===== src/rtl/rotary_digit_editor_if.sv =====
// Encoder-side bundle for rotary_digit_editor.
// The master drives the qualified encoder events and observes the edit
// strobes and blink controls. The slave is the editor itself.
interface rotary_digit_editor_if #(
    parameter int NUM_DIGITS = 6,
    parameter int SEL_W      = 4
);
    logic                  i_Encoder_Enable;
    logic                  i_Encoder_Change_Mode;
    logic                  i_Encoder_A_Pulse;
    logic                  i_Encoder_B_Debounced;
    logic [NUM_DIGITS-1:0] o_Digit_Inc;
    logic [NUM_DIGITS-1:0] o_Digit_Dec;
    logic                  o_Blink_Enable;
    logic [SEL_W-1:0]      o_Blink_Segment_Num;
    logic                  o_Timeout;

    modport master (
        output i_Encoder_Enable,
        output i_Encoder_Change_Mode,
        output i_Encoder_A_Pulse,
        output i_Encoder_B_Debounced,
        input  o_Digit_Inc,
        input  o_Digit_Dec,
        input  o_Blink_Enable,
        input  o_Blink_Segment_Num,
        input  o_Timeout
    );

    modport slave (
        input  i_Encoder_Enable,
        input  i_Encoder_Change_Mode,
        input  i_Encoder_A_Pulse,
        input  i_Encoder_B_Debounced,
        output o_Digit_Inc,
        output o_Digit_Dec,
        output o_Blink_Enable,
        output o_Blink_Segment_Num,
        output o_Timeout
    );
endinterface


===== src/rtl/rotary_digit_editor.sv =====
// Rotary-encoder edit controller for the alarm-clock time display.
// In SELECT, encoder detents move the selected digit. In EDIT, detents
// produce one-cycle increment or decrement strobes for the selected digit.
// The optional inactivity timeout is enabled by defining ENCODER_TIMEOUT_EN.
// With the macro undefined, there is no counter and no lockout, and
// o_Timeout is tied low.
module rotary_digit_editor #(
    parameter int NUM_DIGITS     = 6,
    parameter int SEL_W          = 4,
    parameter int SEL_BASE       = 2,
    parameter int TIMEOUT_CYCLES = 50_000_000,
    parameter int TIMEOUT_W      = 26
) (
    input  logic                    i_Clk,
    input  logic                    i_Reset_n,
    rotary_digit_editor_if.slave    bus
);

    localparam int IDX_W = (NUM_DIGITS > 1) ? $clog2(NUM_DIGITS) : 1;
    localparam logic [IDX_W-1:0] IDX_LAST = IDX_W'(NUM_DIGITS - 1);
    localparam logic [NUM_DIGITS-1:0] ONE_HOT_LSB = {{(NUM_DIGITS-1){1'b0}}, 1'b1};

    typedef enum logic [1:0] {
        ST_OFF,
        ST_SELECT,
        ST_EDIT
    } state_t;

    state_t                state_q;
    logic [IDX_W-1:0]      index_q;
    logic [NUM_DIGITS-1:0] inc_q;
    logic [NUM_DIGITS-1:0] dec_q;

    logic                  step;
    logic                  dir_up;
    logic                  mode_pulse;
    logic [IDX_W-1:0]      index_up;
    logic [IDX_W-1:0]      index_down;
    logic [NUM_DIGITS-1:0] index_onehot;

    // A misconfigured timeout shows up as this block in the elaborated hierarchy
    if (TIMEOUT_CYCLES < 2 || (TIMEOUT_W < 31 && (1 << TIMEOUT_W) <= TIMEOUT_CYCLES)) begin : g_bad_timeout_cfg
    end

    assign step       = bus.i_Encoder_A_Pulse;
    assign dir_up     = bus.i_Encoder_B_Debounced;
    assign mode_pulse = bus.i_Encoder_Change_Mode;

    assign index_up     = (index_q == IDX_LAST) ? '0 : index_q + 1'b1;
    assign index_down   = (index_q == '0) ? IDX_LAST : index_q - 1'b1;
    assign index_onehot = ONE_HOT_LSB << index_q;

`ifdef ENCODER_TIMEOUT_EN
    localparam logic [TIMEOUT_W-1:0] TIMEOUT_LAST = TIMEOUT_W'(TIMEOUT_CYCLES - 1);

    logic                 lockout_q;
    logic [TIMEOUT_W-1:0] count_q;
    logic                 timeout_q;
`endif

    // Session FSM with registered index, strobes and timeout pulse.
    // The step is handled using the state before any mode toggle at the same edge.
    always_ff @(posedge i_Clk) begin
        if (!i_Reset_n) begin
            state_q   <= ST_OFF;
            index_q   <= '0;
            inc_q     <= '0;
            dec_q     <= '0;
`ifdef ENCODER_TIMEOUT_EN
            lockout_q <= 1'b0;
            count_q   <= '0;
            timeout_q <= 1'b0;
`endif
        end else begin
            inc_q <= '0;
            dec_q <= '0;
`ifdef ENCODER_TIMEOUT_EN
            timeout_q <= 1'b0;
`endif
            if (!bus.i_Encoder_Enable) begin
                state_q <= ST_OFF;
`ifdef ENCODER_TIMEOUT_EN
                lockout_q <= 1'b0;
                count_q   <= '0;
`endif
            end else begin
                case (state_q)
                    ST_OFF: begin
`ifdef ENCODER_TIMEOUT_EN
                        count_q <= '0;
                        if (!lockout_q) begin
                            state_q <= ST_SELECT;
                        end
`else
                        state_q <= ST_SELECT;
`endif
                    end
                    ST_SELECT, ST_EDIT: begin
                        if (step) begin
                            if (state_q == ST_SELECT) begin
                                index_q <= dir_up ? index_down : index_up;
                            end else if (dir_up) begin
                                inc_q <= index_onehot;
                            end else begin
                                dec_q <= index_onehot;
                            end
                        end
                        if (mode_pulse) begin
                            state_q <= (state_q == ST_SELECT) ? ST_EDIT : ST_SELECT;
                        end
`ifdef ENCODER_TIMEOUT_EN
                        if (step || mode_pulse) begin
                            count_q <= '0;
                        end else if (count_q == TIMEOUT_LAST) begin
                            state_q   <= ST_OFF;
                            timeout_q <= 1'b1;
                            lockout_q <= 1'b1;
                            count_q   <= '0;
                        end else begin
                            count_q <= count_q + 1'b1;
                        end
`endif
                    end
                    default: begin
                        state_q <= ST_OFF;
                    end
                endcase
            end
        end
    end

    assign bus.o_Digit_Inc         = inc_q;
    assign bus.o_Digit_Dec         = dec_q;
    assign bus.o_Blink_Enable      = (state_q != ST_OFF);
    assign bus.o_Blink_Segment_Num = SEL_W'(SEL_BASE) + SEL_W'(index_q);
`ifdef ENCODER_TIMEOUT_EN
    assign bus.o_Timeout = timeout_q;
`else
    assign bus.o_Timeout = 1'b0;
`endif

endmodule

===== src/flat_wrapper.sv =====
// flat-port wrapper written by rule: the top's interface ports become plain ports
module rotary_digit_editor_flat 
#(
    parameter int NUM_DIGITS     = 6,
    parameter int SEL_W          = 4,
    parameter int SEL_BASE       = 2,
    parameter int TIMEOUT_CYCLES = 50_000_000,
    parameter int TIMEOUT_W      = 26
)
  (i_Clk, i_Reset_n, bus_i_Encoder_Enable, bus_i_Encoder_Change_Mode, bus_i_Encoder_A_Pulse, bus_i_Encoder_B_Debounced, bus_o_Digit_Inc, bus_o_Digit_Dec, bus_o_Blink_Enable, bus_o_Blink_Segment_Num, bus_o_Timeout);
  rotary_digit_editor_if #(.NUM_DIGITS(NUM_DIGITS), .SEL_W(SEL_W)) bus_i ();
  input  logic i_Clk;
  input  logic i_Reset_n;
  input wire logic [$bits(bus_i.i_Encoder_Enable)-1:0] bus_i_Encoder_Enable;
  input wire logic [$bits(bus_i.i_Encoder_Change_Mode)-1:0] bus_i_Encoder_Change_Mode;
  input wire logic [$bits(bus_i.i_Encoder_A_Pulse)-1:0] bus_i_Encoder_A_Pulse;
  input wire logic [$bits(bus_i.i_Encoder_B_Debounced)-1:0] bus_i_Encoder_B_Debounced;
  output wire logic [$bits(bus_i.o_Digit_Inc)-1:0] bus_o_Digit_Inc;
  output wire logic [$bits(bus_i.o_Digit_Dec)-1:0] bus_o_Digit_Dec;
  output wire logic [$bits(bus_i.o_Blink_Enable)-1:0] bus_o_Blink_Enable;
  output wire logic [$bits(bus_i.o_Blink_Segment_Num)-1:0] bus_o_Blink_Segment_Num;
  output wire logic [$bits(bus_i.o_Timeout)-1:0] bus_o_Timeout;
  assign bus_i.i_Encoder_Enable = bus_i_Encoder_Enable;
  assign bus_i.i_Encoder_Change_Mode = bus_i_Encoder_Change_Mode;
  assign bus_i.i_Encoder_A_Pulse = bus_i_Encoder_A_Pulse;
  assign bus_i.i_Encoder_B_Debounced = bus_i_Encoder_B_Debounced;
  assign bus_o_Digit_Inc = bus_i.o_Digit_Inc;
  assign bus_o_Digit_Dec = bus_i.o_Digit_Dec;
  assign bus_o_Blink_Enable = bus_i.o_Blink_Enable;
  assign bus_o_Blink_Segment_Num = bus_i.o_Blink_Segment_Num;
  assign bus_o_Timeout = bus_i.o_Timeout;
  rotary_digit_editor #(.NUM_DIGITS(NUM_DIGITS), .SEL_W(SEL_W), .SEL_BASE(SEL_BASE), .TIMEOUT_CYCLES(TIMEOUT_CYCLES), .TIMEOUT_W(TIMEOUT_W)) u_core (.i_Clk(i_Clk), .i_Reset_n(i_Reset_n), .bus(bus_i));
endmodule

===== config.mk =====
export PLATFORM = sky130hd
export DESIGN_NAME = rotary_digit_editor_flat
export DESIGN_NICKNAME = d
export VERILOG_FILES = /design/src/rtl/rotary_digit_editor_if.sv /design/src/rtl/rotary_digit_editor.sv /design/src/flat_wrapper.sv
export SDC_FILE = /design/constraint.sdc
export NUM_CORES = 1
export LEC_CHECK = 0
export ABC_AREA = 1
export ABC_CLOCK_PERIOD_IN_PS = 2200
export CAP_MARGIN = 20
export CORE_UTILIZATION = 45
export DETAILED_ROUTE_END_ITERATION = 8
export GPL_TIMING_DRIVEN = 0
export PLACE_DENSITY = 0.77
export SLEW_MARGIN = 15
export SYNTH_ARGS = -nofsm -noshare
export SYNTH_HDL_FRONTEND = slang
export SYNTH_SLANG_ARGS = --single-unit

===== constraint.sdc =====
create_clock -name i_Clk -period 2.2 [get_ports i_Clk]
set_input_delay 0.22 -clock i_Clk [delete_from_list [all_inputs] [get_ports i_Clk]]
set_output_delay 0.22 -clock i_Clk [all_outputs]
set_load 0.02 [all_outputs]

After elaboration in Yosys (flattened, before gate mapping)
Index checks and enable logic that the tools add are counted.
{ "totals": {"output_inout_bits": 18, "in_bits": 6, "wordCells": 31, "regBits": 17} }
{ "classes": {"eq_ne": 4, "reduce_logical": 8, "muxes": 6, "shifts": 1, "n_addsub": 3, "bitwise": 5} }
{ "op_table": {"columns": ["operator", "n"], "rows": [
  ["$reduce_or 6->1", 2],
  ["$mux 3", 3],
  ["$shl 1x3->6 const A", 1],
  ["$not 1->1", 5],
  ["$add 2x3->4 const A", 1],
  ["$mux 2", 2],
  ["$pmux 2 s2", 1],
  ["$reduce_and 4->1", 1],
  ["$add 3x1->3 const B", 1],
  ["$eq 3x3->1 const B", 1],
  ["$logic_not 3->1", 1],
  ["$sub 3x1->3 const B", 1],
  ["$eq 2x1->1 const B", 1],
  ["$eq 2x2->1 const B", 1],
  ["$logic_not 2->1", 1],
  ["$ne 2x2->1 const B", 1],
  ["$reduce_and 2->1", 1],
  ["$reduce_bool 2->1", 1],
  ["$reduce_or 2->1", 1]
]} }

Logic depth before layout (Yosys ltp)
Gate-level depths: netlist of run 1.
{ "depth": {"ltp_word": 4, "ltp_mapped": 8, "ltp_nobuf": 8} }

Worst setup path after synthesis of run 1
Ideal clock, no wire load.
{ "synth_timing": {"kind": "register to register", "start": "register u_core.state_q[0]", "end": "register u_core.state_q[0]", "required_ns": 2.081, "path_stages_with_launch": 7, "setup_slack_ns": 0.964, "synth_period_minus_slack_ns": 1.236, "n_path_buf": 0, "setup_time_ns": 0.119, "arrival_time_ns": 1.116, "path_cell_list": "dfxtp_1 -> inv_1 -> ha_1 -> inv_1 -> or2_1 -> o21ai_0 -> a21oi_1"} }
{ "synth_between": {"elab_chain_cells": 4, "elab_cells_between_ends": 8, "cone_classes": "eq/ne: 3; mux: 3; reduce/logical: 2"} }
{ "synth_lines": {"columns": ["element", "line", "rtl"], "rows": [
  ["start, declared", "rotary_digit_editor.sv:29", "state_t state_q;"],
  ["start signal, assigned", "rotary_digit_editor.sv:109", "state_q <= (state_q == ST_SELECT) ? ST_EDIT : ST_SELECT;"],
  ["$eq 2x1->1", "rotary_digit_editor.sv:87, rotary_digit_editor.sv:109", null],
  ["$mux 2", "rotary_digit_editor.sv:109", null],
  ["$mux 2", "rotary_digit_editor.sv:108", "if (mode_pulse) begin"],
  ["$pmux 2 s2", "rotary_digit_editor.sv:87", "case (state_q)"]
]} }
Parallel ways exist; a longest one is shown, timed or not. The select of a mux whose other input is x is not followed.
A chain may end at the register's enable or synchronous reset.

Worst setup path after layout of run 1
{ "layout_timing": {"start": "register u_core.state_q[0]", "end": "output port bus_o_Blink_Enable"} }
{ "layout_between": {"elab_chain_cells": 1} }
{ "layout_lines": {"columns": ["element", "line", "rtl"], "rows": [
  ["$reduce_bool 2->1", "rotary_digit_editor.sv:134", "assign bus.o_Blink_Enable = (state_q != ST_OFF);"],
  ["end, declared", "flat_wrapper.sv:20", "output wire logic [$bits(bus_i.o_Blink_Enable)-1:0] bus_o_Blink_Enable;"]
]} }
Every way passes these cells.

==> results of run 1 <==
## kinds of logic (layout without fill, tap and decap cells)
logic type	Yosys count	after routing	share of synthesized area, %
and+or+nand+nor	35	35	23.5
DFF	17	17	46.7
buffers and inverters	16	42	9.28
AOI/OAI and AO/OA	12	12	9.62
adders and majority gates	6	6	10.3
other	1	1	0.515
## critical path, stage by stage, from the launching register on
cell             delay [ns]
dfxtp_1                0.39
inv_1                  0.08
ha_1                   0.21
inv_1                  0.05
clkdlybuf4s50_1        0.59
## where the power goes
group | leakage, nW | total [W] | internal (W) | switching, W
combinational | 0.267 | 0.0000747 | 0.0000337 | 0.0000410
clock | 0.0150 | 0.000157 | 0.0000704 | 0.0000867
sequential | 0.137 | 0.000319 | 0.000312 | 0.00000658
## per-stage QoR
stage | instance area, um2 | worst slack, ns
finish | 995 | 0.375
global route | 995 | 0.310
CTS | 995 | 0.366
detailed placement | 968 | 0.686
global placement | 968 | 0.705
floorplan | 728 | 0.964
## sequential cells by signal (all words and copies together) (netlist names)
name,flops
u_core.bus.o_Digit_Dec,6
u_core.bus.o_Digit_Inc,6
u_core.index_q,3
u_core.state_q,2
## cells in the final DEF, fill, tap and decap left out, drive strengths merged
cell type / n
clkdlybuf4s50: 22
dfxtp: 17
nor2: 16
inv: 14
nand2: 10
nand3: 6
ha: 6
a21oi: 6
o21ai: 5
clkbuf: 4
buf: 2
nand4: 1
nor3: 1
or2: 1
o21bai: 1
conb: 1
## worst paths after layout
check / start / endpoint / slack, ns / cells after the start
min reg2reg: u_core.index_q[2]$_SDFFE_PN0P_ / u_core.bus.o_Digit_Dec[4]$_SDFF_PP0_ / 0.57 / 2
max: u_core.state_q[0]$_SDFFE_PN0P_ / bus_o_Blink_Enable / 0.37 / 4
max reg2reg: u_core.state_q[0]$_SDFFE_PN0P_ / u_core.state_q[1]$_SDFFE_PN0P_ / 0.86 / 6
min: u_core.index_q[2]$_SDFFE_PN0P_ / u_core.bus.o_Digit_Dec[4]$_SDFF_PP0_ / 0.57 / 2
## routing by layer
metal / wire, um / share of wire, %
met1: 575 / 47
met4: 37 / 3.0
met5: 0 / 0
met3: 53 / 4.3
met2: 562 / 46
## cell type report
class / count / area [um2] / share of cell area (%)
Tap cell: 16 / 20.0 / 2.01
Buffer: 2 / 15.0 / 1.51
Clock buffer: 4 / 26.3 / 2.64
Sequential cell: 17 / 340 / 34.2
Multi-Input combinational cell: 54 / 320 / 32.2
Inverter: 14 / 52.6 / 5.28
Timing Repair Buffer: 22 / 220 / 22.1
==> results.py, run 1 <==
metrics = {
    "run_status": {
        "status": "completed",
    },
    "cts": {
        "clkTransAtPathRegs_ns": 0.09,
        "cts_buffer_depth": 2,
        "cts_setup_buffers": 0,
        "clock_tree.root_cell": "clkbuf_4",
        "cts_inserted_buffers": 3,
        "cts.hold.buffers_added": 0,
        "post_cts_resized": 0,
        "worstSkewPairLatency_ns": 0.28,
        "clock-sinks": 17,
        "cts_max_level": 1,
        "cts_tree": "built",
    },
    "synthesis": {
        "synth_common_cells": "dfxtp_1, nor2_1, inv_1, nand2_1",
        "yosysTopAreaCell": "dfxtp_1",
        "synth_warnings": 0,
        "synth_top_area_share_pct": 46.7,
        "synthCells": 87,
        "async_flop_share_pct": 0,
        "ys_types": 19,
        "netlist_area_um2": 728,
        "syn_area_per_cell_um2": 8.37,
        "synth_area_leaders": "dfxtp_1, ha_1, nor2_1",
        "synthFlopType": "dfxtp_1",
        "seq_area_frac_synth_pct": 46.7,
        "synth_most_common_cell": "dfxtp_1",
        "synth_seq_cells": 17,
        "synth_edf_count": 0,
        "synth_nets": 99,
    },
    "job": {
        "drv_cap": 0,
    },
    "placement": {
        "gp_congestion": 0.824,
        "dpl.hpwl_um": 989,
        "dp_cells": 125,
        "io_buffers": 22,
    },
    "grt": {
        "top_usage_layer": "met2",
        "grt_first_pass_wirelength_um": 2150,
        "grt_util_met1_pct": 20.3,
        "grt_max_degree": 10,
        "grt_use_total_pct": 15.9,
        "grt_overflow": 0,
        "met3_usage_pct": 3.88,
        "grt_pass1_vias": 529,
        "met2_usage_pct": 24.3,
        "antenna_found_initial": 0,
    },
    "sta": {
        "finalHoldViolations": 0,
        "whs_ns": 0.568,
        "min_period_ns": 1.83,
        "setup_tns_ns": 0,
        "rsz0062_at_grt": "false",
        "drv_slew": 0,
        "finalCritPeriodShare_pct": 83.0,
        "fmax_mhz": 548,
        "skew_ns": 0.00165,
        "setup_viol": 0,
    },
    "routing": {
        "avgRoutedWirePerCell_um": 9.52,
        "drt_drc_violations_left": 0,
        "drt_iter0_markers": 6,
        "vias": 613,
        "vias_per_cell": 4.75,
        "wirelength_um": 1230,
        "detail-route-antenna-nets": 0,
        "first_pass_iters": 4,
    },
    "worst_setup_path": {
        "path_max_fanout": 4,
        "required_ns": 1.98,
        "critPathLaunchType": "flop",
        "cp-end-kind": "primary output",
        "critical_path_arrival_ns": 1.61,
        "crit_type": "flop to primary output",
    },
    "die": {
        "coreArea_um2": 1510,
        "io_pins": 24,
        "dieArea_um2": 1780,
        "rows": 14,
        "die_w_um": 42.2,
        "initial_core_util_pct": 48.3,
        "die_h_um": 42.2,
    },
    "cells_and_area": {
        "finalNetCount": 126,
        "final_util_pct": 66.0,
        "num_antenna_cells": 0,
        "stdcell_count": 129,
        "drive_gt1_share_pct": 14.2,
        "nFillCells": 128,
        "area_growth_pct": 36.6,
    },
    "worst_hold_path": {
        "hp-class": "flop to flop",
    },
    "power": {
        "power_density_nw_per_um2": 554,
        "max-vdd-ir-drop_v": 0.000297,
        "total_power_w": 0.000551,
        "leakagePower_nw": 0.419,
    },
}
Note: power is estimated with default switching activity, not from simulation.
==> run 2: changes to the inputs <==
- ABC_CLOCK_PERIOD_IN_PS: 2200 -> 1740
- CORE_UTILIZATION: 45 -> 43
- PLACE_DENSITY: 0.77 -> 0.74
- clock period: 2.2 -> 1.74 ns (I/O delays scaled with it)
==> run 2 against run 1 <==
  * Clock skew up 0.0035 ns
  * Total power up 28%
  * Sequential power up 27%
  * Combinational power up 23%
  * Register-to-register slack worse by 0.48 ns
  * Worst setup slack worse by 0.30 ns
  * Cell area up 0.63%
  * Non-clock buffer count unchanged
  * Critical endpoint is now bus_o_Blink_Segment_Num[3]
==> results.py, run 2 (same netlist as run 1, synthesis figures left out) <==
metrics = {
    "worst_setup_path": {
        "r2r_start": "u_core.state_q[1]$_SDFFE_PN0P_",
        "critPathLaunchType": "flop",
        "cp_slowest_stage_delay_ns": 0.60,
        "crit_type": "flop to primary output",
        "crit_slowest_cell": "clkdlybuf4s50_1",
        "reg2reg_depth": 6,
        "required_ns": 1.57,
        "worstPathCellList": "ha_1 > clkdlybuf4s50_1",
        "cp-end-kind": "primary output",
        "critical_path_arrival_ns": 1.49,
        "r2r-end": "u_core.bus.o_Digit_Inc[5]$_SDFF_PP0_",
        "path_max_fanout": 8,
        "rrSetupSlack_ns": 0.38,
    },
    "routing": {
        "vias_per_cell": 4.78,
        "wirelength_um": 1280,
        "detail-route-antenna-nets": 0,
        "vias": 616,
        "first_pass_iters": 4,
        "drt_iter0_markers": 7,
        "drt_drc_violations_left": 0,
        "avgRoutedWirePerCell_um": 9.94,
    },
    "power": {
        "max-vdd-ir-drop_v": 0.000351,
        "leakagePower_nw": 0.444,
        "power_density_nw_per_um2": 702,
    },
    "grt": {
        "met2_usage_pct": 24.8,
        "grt_util_met1_pct": 22.1,
        "top_usage_layer": "met2",
        "grt_use_total_pct": 16.5,
        "grt_first_pass_wirelength_um": 2300,
        "grt_pass1_vias": 535,
        "antenna_found_initial": 0,
        "met3_usage_pct": 4.26,
        "grt_max_degree": 11,
        "grt_overflow": 0,
    },
    "cells_and_area": {
        "drive_gt1_share_pct": 17.7,
        "layout_common_cells": "clkdlybuf4s50_1, nor2_1, dfxtp_1",
        "finalNetCount": 126,
        "nFillCells": 139,
        "post-route-cell-area_um2": 1000,
        "num_antenna_cells": 0,
        "area_growth_pct": 37.5,
        "multi_input_area_um2": 320,
        "seq_area_um2": 344,
        "final_common_cell": "clkdlybuf4s50_1",
    },
    "sta": {
        "min_period_ns": 1.67,
        "setup_tns_ns": 0,
        "finalCritPeriodShare_pct": 95.8,
        "fmax_mhz": 600,
        "whs_ns": 0.521,
        "setup_ws_ns": 0.0723,
        "setup_viol": 0,
        "rsz0062_at_grt": "false",
        "skew_ns": 0.00515,
        "drv_slew": 0,
        "finalHoldViolations": 0,
    },
    "run_status": {
        "status": "completed",
    },
    "cts": {
        "clock_tree.root_cell": "clkbuf_4",
        "clock-sinks": 17,
        "worstSkewPairLatency_ns": 0.29,
        "cts_setup_buffers": 0,
        "cts_max_level": 1,
        "cts_inserted_buffers": 3,
        "cts_buffer_depth": 2,
        "clkTransAtPathRegs_ns": 0.10,
        "cts.hold.buffers_added": 0,
        "cts_tree": "built",
    },
    "die": {
        "die_h_um": 43.2,
        "die_w_um": 43.2,
        "initial_core_util_pct": 47.2,
        "rows": 14,
        "coreArea_um2": 1540,
        "dieArea_um2": 1860,
        "io_pins": 24,
    },
    "worst_hold_path": {
        "min_to": "u_core.index_q[0]$_SDFFE_PN0P_",
        "hp-class": "input port to flop",
        "whs_path_depth": 3,
        "hp-start": "i_Reset_n",
    },
    "placement": {
        "place_ws_ns": 0.259,
        "gp_congestion": 0.830,
        "placed_area_um2": 968,
        "dpl.hpwl_um": 959,
        "io_buffers": 22,
    },
    "job": {
        "drv_cap": 0,
    },
}
[run 2: cell count changes in the layout (fill, tap and decap cells not counted), sizes merged]
cell | previous run | this run
clkbuf | 4 | 3
dlymetal6s2s | 0 | 1
clkdlybuf4s50 | 22 | 20
clkinv | 0 | 1
dlygate4sd2 | 0 | 1
[run 2: area by class of cell]
cell class              instances  area share, %
plain buffers                   2           1.50
clock inverters                 1          0.500
flip-flops and latches         17           34.4
clock buffers                   3           2.25
repair buffers                 22           22.1
well taps                      16           2.00
inverters                      14           5.25
multi-input cells              54           32.0
[run 2: power breakdown]
group,internal [W],switching [W]
sequential,0.000396,0.00000876
combinational,0.0000401,0.0000516
clock,0.0000853,0.000121
[run 2: worst max path at each step]
stage / startpoint / to / slack [ns] / depth (start not counted)
2_1_floorplan: u_core.state_q[0]$_SDFFE_PN0P_ / u_core.state_q[0]$_SDFFE_PN0P_ / 0.50 / 6
3_5_place_dp: u_core.index_q[1]$_SDFFE_PN0P_ / bus_o_Blink_Segment_Num[2] / 0.26 / 2
6_report: u_core.index_q[1]$_SDFFE_PN0P_ / bus_o_Blink_Segment_Num[3] / 0.07 / 2
3_3_place_gp: u_core.index_q[1]$_SDFFE_PN0P_ / bus_o_Blink_Segment_Num[2] / 0.28 / 2
4_1_cts: u_core.index_q[0]$_SDFFE_PN0P_ / bus_o_Blink_Segment_Num[0] / 0.004 / 2
5_1_grt: u_core.index_q[1]$_SDFFE_PN0P_ / bus_o_Blink_Segment_Num[3] / 0.02 / 2
[run 2: timing repair]
item | in CTS | in global routing
hold endpoints to repair | 0 | 0
pin swaps | 0 | 0
resized for setup | 2 | 3
cloned | 0 | 0
setup endpoints to repair | 3 | 3
[run 2: critical path: cells and delay by family (launching register included)]
family	cells	cell delay (ns)
adder cells (fa/ha/maj)	1	0.18
flip-flops	1	0.43
buffers and inverters	1	0.60
[run 2: stage by stage]
stage	power, W	cells	util, %
floorplan	0.000470	87	-
global placement	0.000505	125	62.8
detailed placement	0.000507	125	62.8
CTS	0.000711	129	64.6
global route	0.000738	129	64.9
finish	0.000702	129	64.9
[run 2: routing by layer]
| layer | wire, um | vias up |
|---|---|---|
| met5 | 0 | - |
| met2 | 583 | 16 |
| met3 | 54 | 2 |
| met1 | 636 | 268 |
| li1 | - | 330 |
| met4 | 8 | 0 |
